--- src/rtl/serial_subtractor.sv ---
// Bit-serial subtractor: computes in_a - in_b - in_bin LSB first, one bit per
// clock. It reports the difference, the final borrow, signed overflow and
// zero flags through a start/busy/done handshake. Requires WIDTH >= 2.
module serial_subtractor #(
  parameter int WIDTH = 8
) (
  input  logic             clk,
  input  logic             rst,
  input  logic             in_start,
  input  logic [WIDTH-1:0] in_a,
  input  logic [WIDTH-1:0] in_b,
  input  logic             in_bin,
  output logic [WIDTH-1:0] diff_out,
  output logic             b_out,
  output logic             ovf_out,
  output logic             zero_out,
  output logic             busy,
  output logic             done
);

  localparam int CW = (WIDTH > 1) ? $clog2(WIDTH) : 1;
  localparam logic [CW-1:0] LAST = CW'(WIDTH - 1);

  typedef enum logic [1:0] {
    IDLE,
    SHIFT,
    DONE
  } state_e;

  state_e           state_q, state_d;
  logic [WIDTH-1:0] a_sr_q, a_sr_d;
  logic [WIDTH-1:0] b_sr_q, b_sr_d;
  logic [WIDTH-1:0] res_q, res_d;
  logic             br_q, br_d;
  logic [CW-1:0]    count_q, count_d;
  logic [WIDTH-1:0] diff_q, diff_d;
  logic             bo_q, bo_d;
  logic             ovf_q, ovf_d;
  logic             zero_q, zero_d;
  logic             busy_q, busy_d;
  logic             done_q, done_d;

  logic             a_bit, b_bit, d_bit, br_nxt;
  logic [WIDTH-1:0] res_nxt;

  // One bit of the full subtractor, fed from the LSBs of the operand registers
  always_comb begin
    a_bit   = a_sr_q[0];
    b_bit   = b_sr_q[0];
    d_bit   = a_bit ^ b_bit ^ br_q;
    br_nxt  = (~a_bit & b_bit) | (~a_bit & br_q) | (b_bit & br_q);
    res_nxt = {d_bit, res_q[WIDTH-1:1]};
  end

  // Next-state and next-output computation for the handshake FSM
  always_comb begin
    state_d = state_q;
    a_sr_d  = a_sr_q;
    b_sr_d  = b_sr_q;
    res_d   = res_q;
    br_d    = br_q;
    count_d = count_q;
    diff_d  = diff_q;
    bo_d    = bo_q;
    ovf_d   = ovf_q;
    zero_d  = zero_q;
    busy_d  = busy_q;
    done_d  = 1'b0;

    if (state_q == SHIFT) begin
      a_sr_d  = a_sr_q >> 1;
      b_sr_d  = b_sr_q >> 1;
      res_d   = res_nxt;
      br_d    = br_nxt;
      count_d = count_q + CW'(1);
      if (count_q == LAST) begin
        // On the last step the operand LSBs are the original sign bits
        diff_d  = res_nxt;
        bo_d    = br_nxt;
        ovf_d   = (a_bit != b_bit) && (d_bit != a_bit);
        zero_d  = (res_nxt == '0);
        busy_d  = 1'b0;
        done_d  = 1'b1;
        state_d = DONE;
      end
    end else begin
      // IDLE and DONE accept a command identically, giving back-to-back issue
      if (in_start) begin
        a_sr_d  = in_a;
        b_sr_d  = in_b;
        br_d    = in_bin;
        res_d   = '0;
        count_d = '0;
        busy_d  = 1'b1;
        state_d = SHIFT;
      end else begin
        state_d = IDLE;
      end
    end
  end

  // State and registered outputs, synchronous active-high reset
  always_ff @(posedge clk) begin
    if (rst) begin
      state_q <= IDLE;
      a_sr_q  <= '0;
      b_sr_q  <= '0;
      res_q   <= '0;
      br_q    <= 1'b0;
      count_q <= '0;
      diff_q  <= '0;
      bo_q    <= 1'b0;
      ovf_q   <= 1'b0;
      zero_q  <= 1'b0;
      busy_q  <= 1'b0;
      done_q  <= 1'b0;
    end else begin
      state_q <= state_d;
      a_sr_q  <= a_sr_d;
      b_sr_q  <= b_sr_d;
      res_q   <= res_d;
      br_q    <= br_d;
      count_q <= count_d;
      diff_q  <= diff_d;
      bo_q    <= bo_d;
      ovf_q   <= ovf_d;
      zero_q  <= zero_d;
      busy_q  <= busy_d;
      done_q  <= done_d;
    end
  end

  assign diff_out = diff_q;
  assign b_out    = bo_q;
  assign ovf_out  = ovf_q;
  assign zero_out = zero_q;
  assign busy     = busy_q;
  assign done     = done_q;

endmodule
--- config.mk ---
export PLATFORM = sky130hd
export DESIGN_NAME = serial_subtractor
export DESIGN_NICKNAME = d
export VERILOG_FILES = /design/src/rtl/serial_subtractor.sv
export SDC_FILE = /design/constraint.sdc
export NUM_CORES = 1
export LEC_CHECK = 0
export CAP_MARGIN = 20
export CELL_PAD_IN_SITES_DETAIL_PLACEMENT = 1
export CELL_PAD_IN_SITES_GLOBAL_PLACEMENT = 1
export CORE_MARGIN = 3
export CORE_UTILIZATION = 40
export CTS_BUF_LIST = sky130_fd_sc_hd__clkbuf_16
export DETAILED_ROUTE_END_ITERATION = 8
export GPL_TIMING_DRIVEN = 0
export MAX_ROUTING_LAYER = met4
export PLACE_DENSITY_LB_ADDON = 0.25
export SLEW_MARGIN = 15
export SYNTH_ARGS = -nofsm -noshare
export SYNTH_HDL_FRONTEND = slang
export SYNTH_SLANG_ARGS = --single-unit
--- constraint.sdc ---
create_clock -name clk -period 1.54 [get_ports clk]
set_input_delay 0.308 -clock clk [delete_from_list [all_inputs] [get_ports clk]]
set_output_delay 0.308 -clock clk [all_outputs]
set_load 0.02 [all_outputs]
After elaboration in Yosys (flattened, before gate mapping)
Index checks and enable logic that the tools add are counted.

cells by class
  mux-type cells = 17
  reduce and logical (&&, ||, !) cells = 7
  bitwise operators = 9
  equal/unequal tests = 5
  add/sub/neg operators = 1

operators with widths
  kind                                                                   count
  7-bit 2-to-1 mux                                                       4
  8-bit 2-to-1 mux                                                       2
  8-bit zero test                                                        1
  1-bit 2-to-1 mux                                                       7
  3-bit 2-to-1 mux                                                       2
  2-bit 2-to-1 mux                                                       2
  2-bit AND reduction                                                    2
  2-bit OR reduction                                                     2
  3-bit by 1-bit adder with 3-bit output, second input constant          1
  1-bit AND                                                              3
  3-bit equality test, second input constant                             1
  2-bit by 1-bit equality test with 1-bit output, second input constant  1
  1-bit != test                                                          2
  2-bit by 1-bit != test with 1-bit output, second input constant        1
  1-bit NOT                                                              2
  1-bit bitwise OR                                                       2
  2-bit nonzero test                                                     1
  1-bit XOR                                                              2
  1-bit logical AND                                                      1

word-level totals
  bits of input ports = 20
  output and inout bits = 13
  register bits after elaboration = 43
  logic and storage cells = 53

Depth between registers and ports, before layout
  depth in word-level cells = 5
  depth in mapped cells = 6

Worst setup path after synthesis
No wires, ideal clock.

  kind = reg2reg
  from = register a_sr_q[0]
  to = register zero_q, in the netlist zero_out
  stages on the path, launching flop included = 6
  setup time = 0.071 ns
  data arrival time = 1.354 ns
  setup slack = 0.116 ns
  cells stage by stage = dfxtp_1 > inv_1 > fa_1 > nor4b_1 > nand3_1 > a21oi_1

on the way
  word-level cells in the longest chain between the ends = 3

RTL lines
  what                     RTL line  RTL
  from (decl)              31        logic [WIDTH-1:0] a_sr_q, a_sr_d;
  from (signal assigned)   119       a_sr_q <= a_sr_d;
  1-bit XOR (2 in series)  50        d_bit = a_bit ^ b_bit ^ br_q;
  8-bit zero test          81        zero_d = (res_nxt == '0);
  to (signal assigned)     127       zero_q <= zero_d;
  to (decl)                39        logic zero_q, zero_d;

No other way between the ends.
A chain may end at the register's enable or synchronous reset.

Worst setup path in the final report
Ends and elaborated chain as after synthesis.

==> metrics.csv <==
metric,value,unit
status,"complete, no violations",
vias in the first global route,1550,
Mapped Nets,212,
Top-Level Pins,33,
M2 GR Usage,29.9,%
top cell type's share of synthesized area,44.8,%
TritonCTS clock tree,yes,
# DRC,0,
sequential-to-total area share from yosys stat,44.8,%
Post-Route WL,4330,um
Die X-Extent,74.5,um
DR iter-0 viols,54,
most frequent cells in the layout,"41 x dfxtp_1, 26 x nand2_1, 19 x a21oi_1",
clock skew,0.00273,ns
drt pass-1 iters,5,
Worst Path Max Fanout,3,
worst slew pin tran,0.573,ns
mean post-synth cell area,10.0,um2
P&R area growth vs syn,30.0,%
Initial Utilization,42.2,%
final setup vio count,0,
vias per cell,5.30,
DPL Wire Length,3100,um
wire length per cell,15.5,um
crit path time final,1.51,ns
GRT Overall Usage,17.3,%
critical path class,reg -> reg,
Max VDD drop,0.000546,V
area of the core,4440,um2
number of buffers created by CTS,5,
met3 Track Usage GR,4.05,%
Max Slew Vio Count,0,
multi-input logic area,927,um2
Power per Cell Area,1020,nW/um2
worst hold path class,in -> reg,
Final Hold Vio Count,0,
number of distinct library cells after synthesis,25,
Non-Filler Instances,279,
nets,251,
H-tree depth,2,
number of port buffers,30,
register area,842,um2
mapped cell area,1880,um2
Worst Path Required,1.75,ns
Peak Freq,664,MHz
Clock Sinks,42,
"antenna viol nets, final",0,
Std-Cell Rows,24,
Worst EP arrival,1.72,ns
Worst-Skew Late Latency,0.28,ns
Syn Inst Count,187,
unrepaired setup endpoints after global routing,true,
GR peak layer,met2,
first-pass GRT wire length,7200,um
Die ar.,5550,um2
"commonest non-fill, non-tap cell in the layout",dfxtp_1,
chip height,74.5,um
dominant cell type by area after synthesis,dfxtp_1,
largest net degree at the start of global routing,13,
ANT cells,0,
layout cell share with drive strength beyond 1,22.9,%
GR met1 Demand/Resource,20.5,%
fin util,54.9,%
startpoint types,flip-flop,
synth top area cells,"dfxtp_1 45%, a211oi_2 11%, mux2i_1 9.1%",
CTS root buffer,clkbuf_16,
P_leak,1.11,nW
Slew Limit Headroom,61.8,%
RePlAce Congestion,0.758,
grt total ovfl,0,
clk slew on worst S/H paths,0.06,ns
number of synthesized register bits,42,
Via Count,1478,
Crit. End Element,flip-flop,
yosys warns,0,
maxcap violations,0,
fillers,485,
clk buf depth,2,
dpl cells,269,
Final Cycle Share,97.8,%
initial antenna violation count,0,
timing repair:
item	CTS	global route
hold buffers	0	0
setup buffers	0	2
pin swaps	1	2
gates resized for setup	3	15
endpoints found under the setup margin	3	18
cell usage after synthesis:
cell and count:
a211oi_2 16, a21oi_1 20, a22oi_1 1, and2b_1 1, and3b_1 1, buf_12 1, buf_2 4, buf_4 4
buf_6 4, clkbuf_1 3, dfxtp_1 42, fa_1 1, ha_1 4, inv_1 1, mux2i_1 17, nand2_1 26
nand2b_1 3, nand3_1 1, nand3b_1 12, nor2_1 10, nor2_2 10, nor3_1 2, nor4_1 1, nor4b_1 1
o21ai_0 1
cell type report:
cell class	instances	share of cell area (%)
multi-input cells	128	38.0
flip-flops and latches	42	34.5
repair buffers	32	13.8
plain buffers	16	5.18
clock buffers	5	5.13
well taps	52	2.67
clock inverters	3	0.513
inverters	1	0.154
power breakdown:
group | internal, mW | total [mW] | switching, mW | leakage, nW
logic | 0.177 | 0.334 | 0.157 | 0.696
registers | 1.13 | 1.17 | 0.0357 | 0.343
clock network | 0.585 | 0.984 | 0.399 | 0.0724
total | 1.90 | 2.49 | 0.592 | 1.11
through the flow:
stage / hold WS (ns) / worst slack [ns] / power (mW) / instance area (um2) / setup TNS [ns]
3_3_place_gp: 0.441 / -0.0205 / 1.49 / 2240 / -0.0205
2_1_floorplan: 0.445 / 0.116 / 1.40 / 1880 / 0
4_1_cts: 0.278 / 0.0000984 / 2.50 / 2380 / 0
3_5_place_dp: 0.451 / -0.0588 / 1.51 / 2240 / -0.0588
6_report: 0.278 / 0.0337 / 2.49 / 2440 / 0
5_1_grt: 0.302 / -0.0371 / 2.60 / 2440 / -0.0371
metal layers:
layer | vias up | share of wire (%)
li1 | 721 | -
met1 | 719 | 44
met3 | 7 | 3.6
met4 | 0 | 0.74
met5 | - | 0
met2 | 31 | 51
flip-flops by register name, indices dropped and copies added, names as in the netlist:
name      count
a_sr_q        8
b_out         1
b_sr_q        8
br_q          1
busy          1
count_q       3
diff_out      8
done          1
ovf_out       1
res_q         7
state_q       2
zero_out      1
critical path, stage by stage, from the launching register on:
cell	delay (ns)
dfxtp_2	0.33
inv_2	0.05
fa_2	0.60
nor4b_4	0.20
nand3_1	0.13
a21oi_2	0.13
worst paths after layout:
path	start	to	slack, ns	depth (start not counted)
worst max-delay path	a_sr_q[0]	zero_out	0.03	5
worst min-delay path	rst	a_sr_q[7]	0.28	2
worst max register to register	a_sr_q[0]	zero_out	0.03	5
worst min register to register	ovf_out	ovf_out	0.46	2
logic make-up (layout without fill, tap and decap cells):
logic type / after synthesis / after routing / share of synthesized area, %
and+or+nand+nor: 68 / 68 / 18.8
DFF: 42 / 42 / 44.8
AOI/OAI and AO/OA: 38 / 38 / 16.7
muxes: 17 / 17 / 9.07
buffers and inverters: 17 / 57 / 6.93
adders and majority gates: 5 / 5 / 3.73
Note: power is estimated with default switching activity, not from simulation.
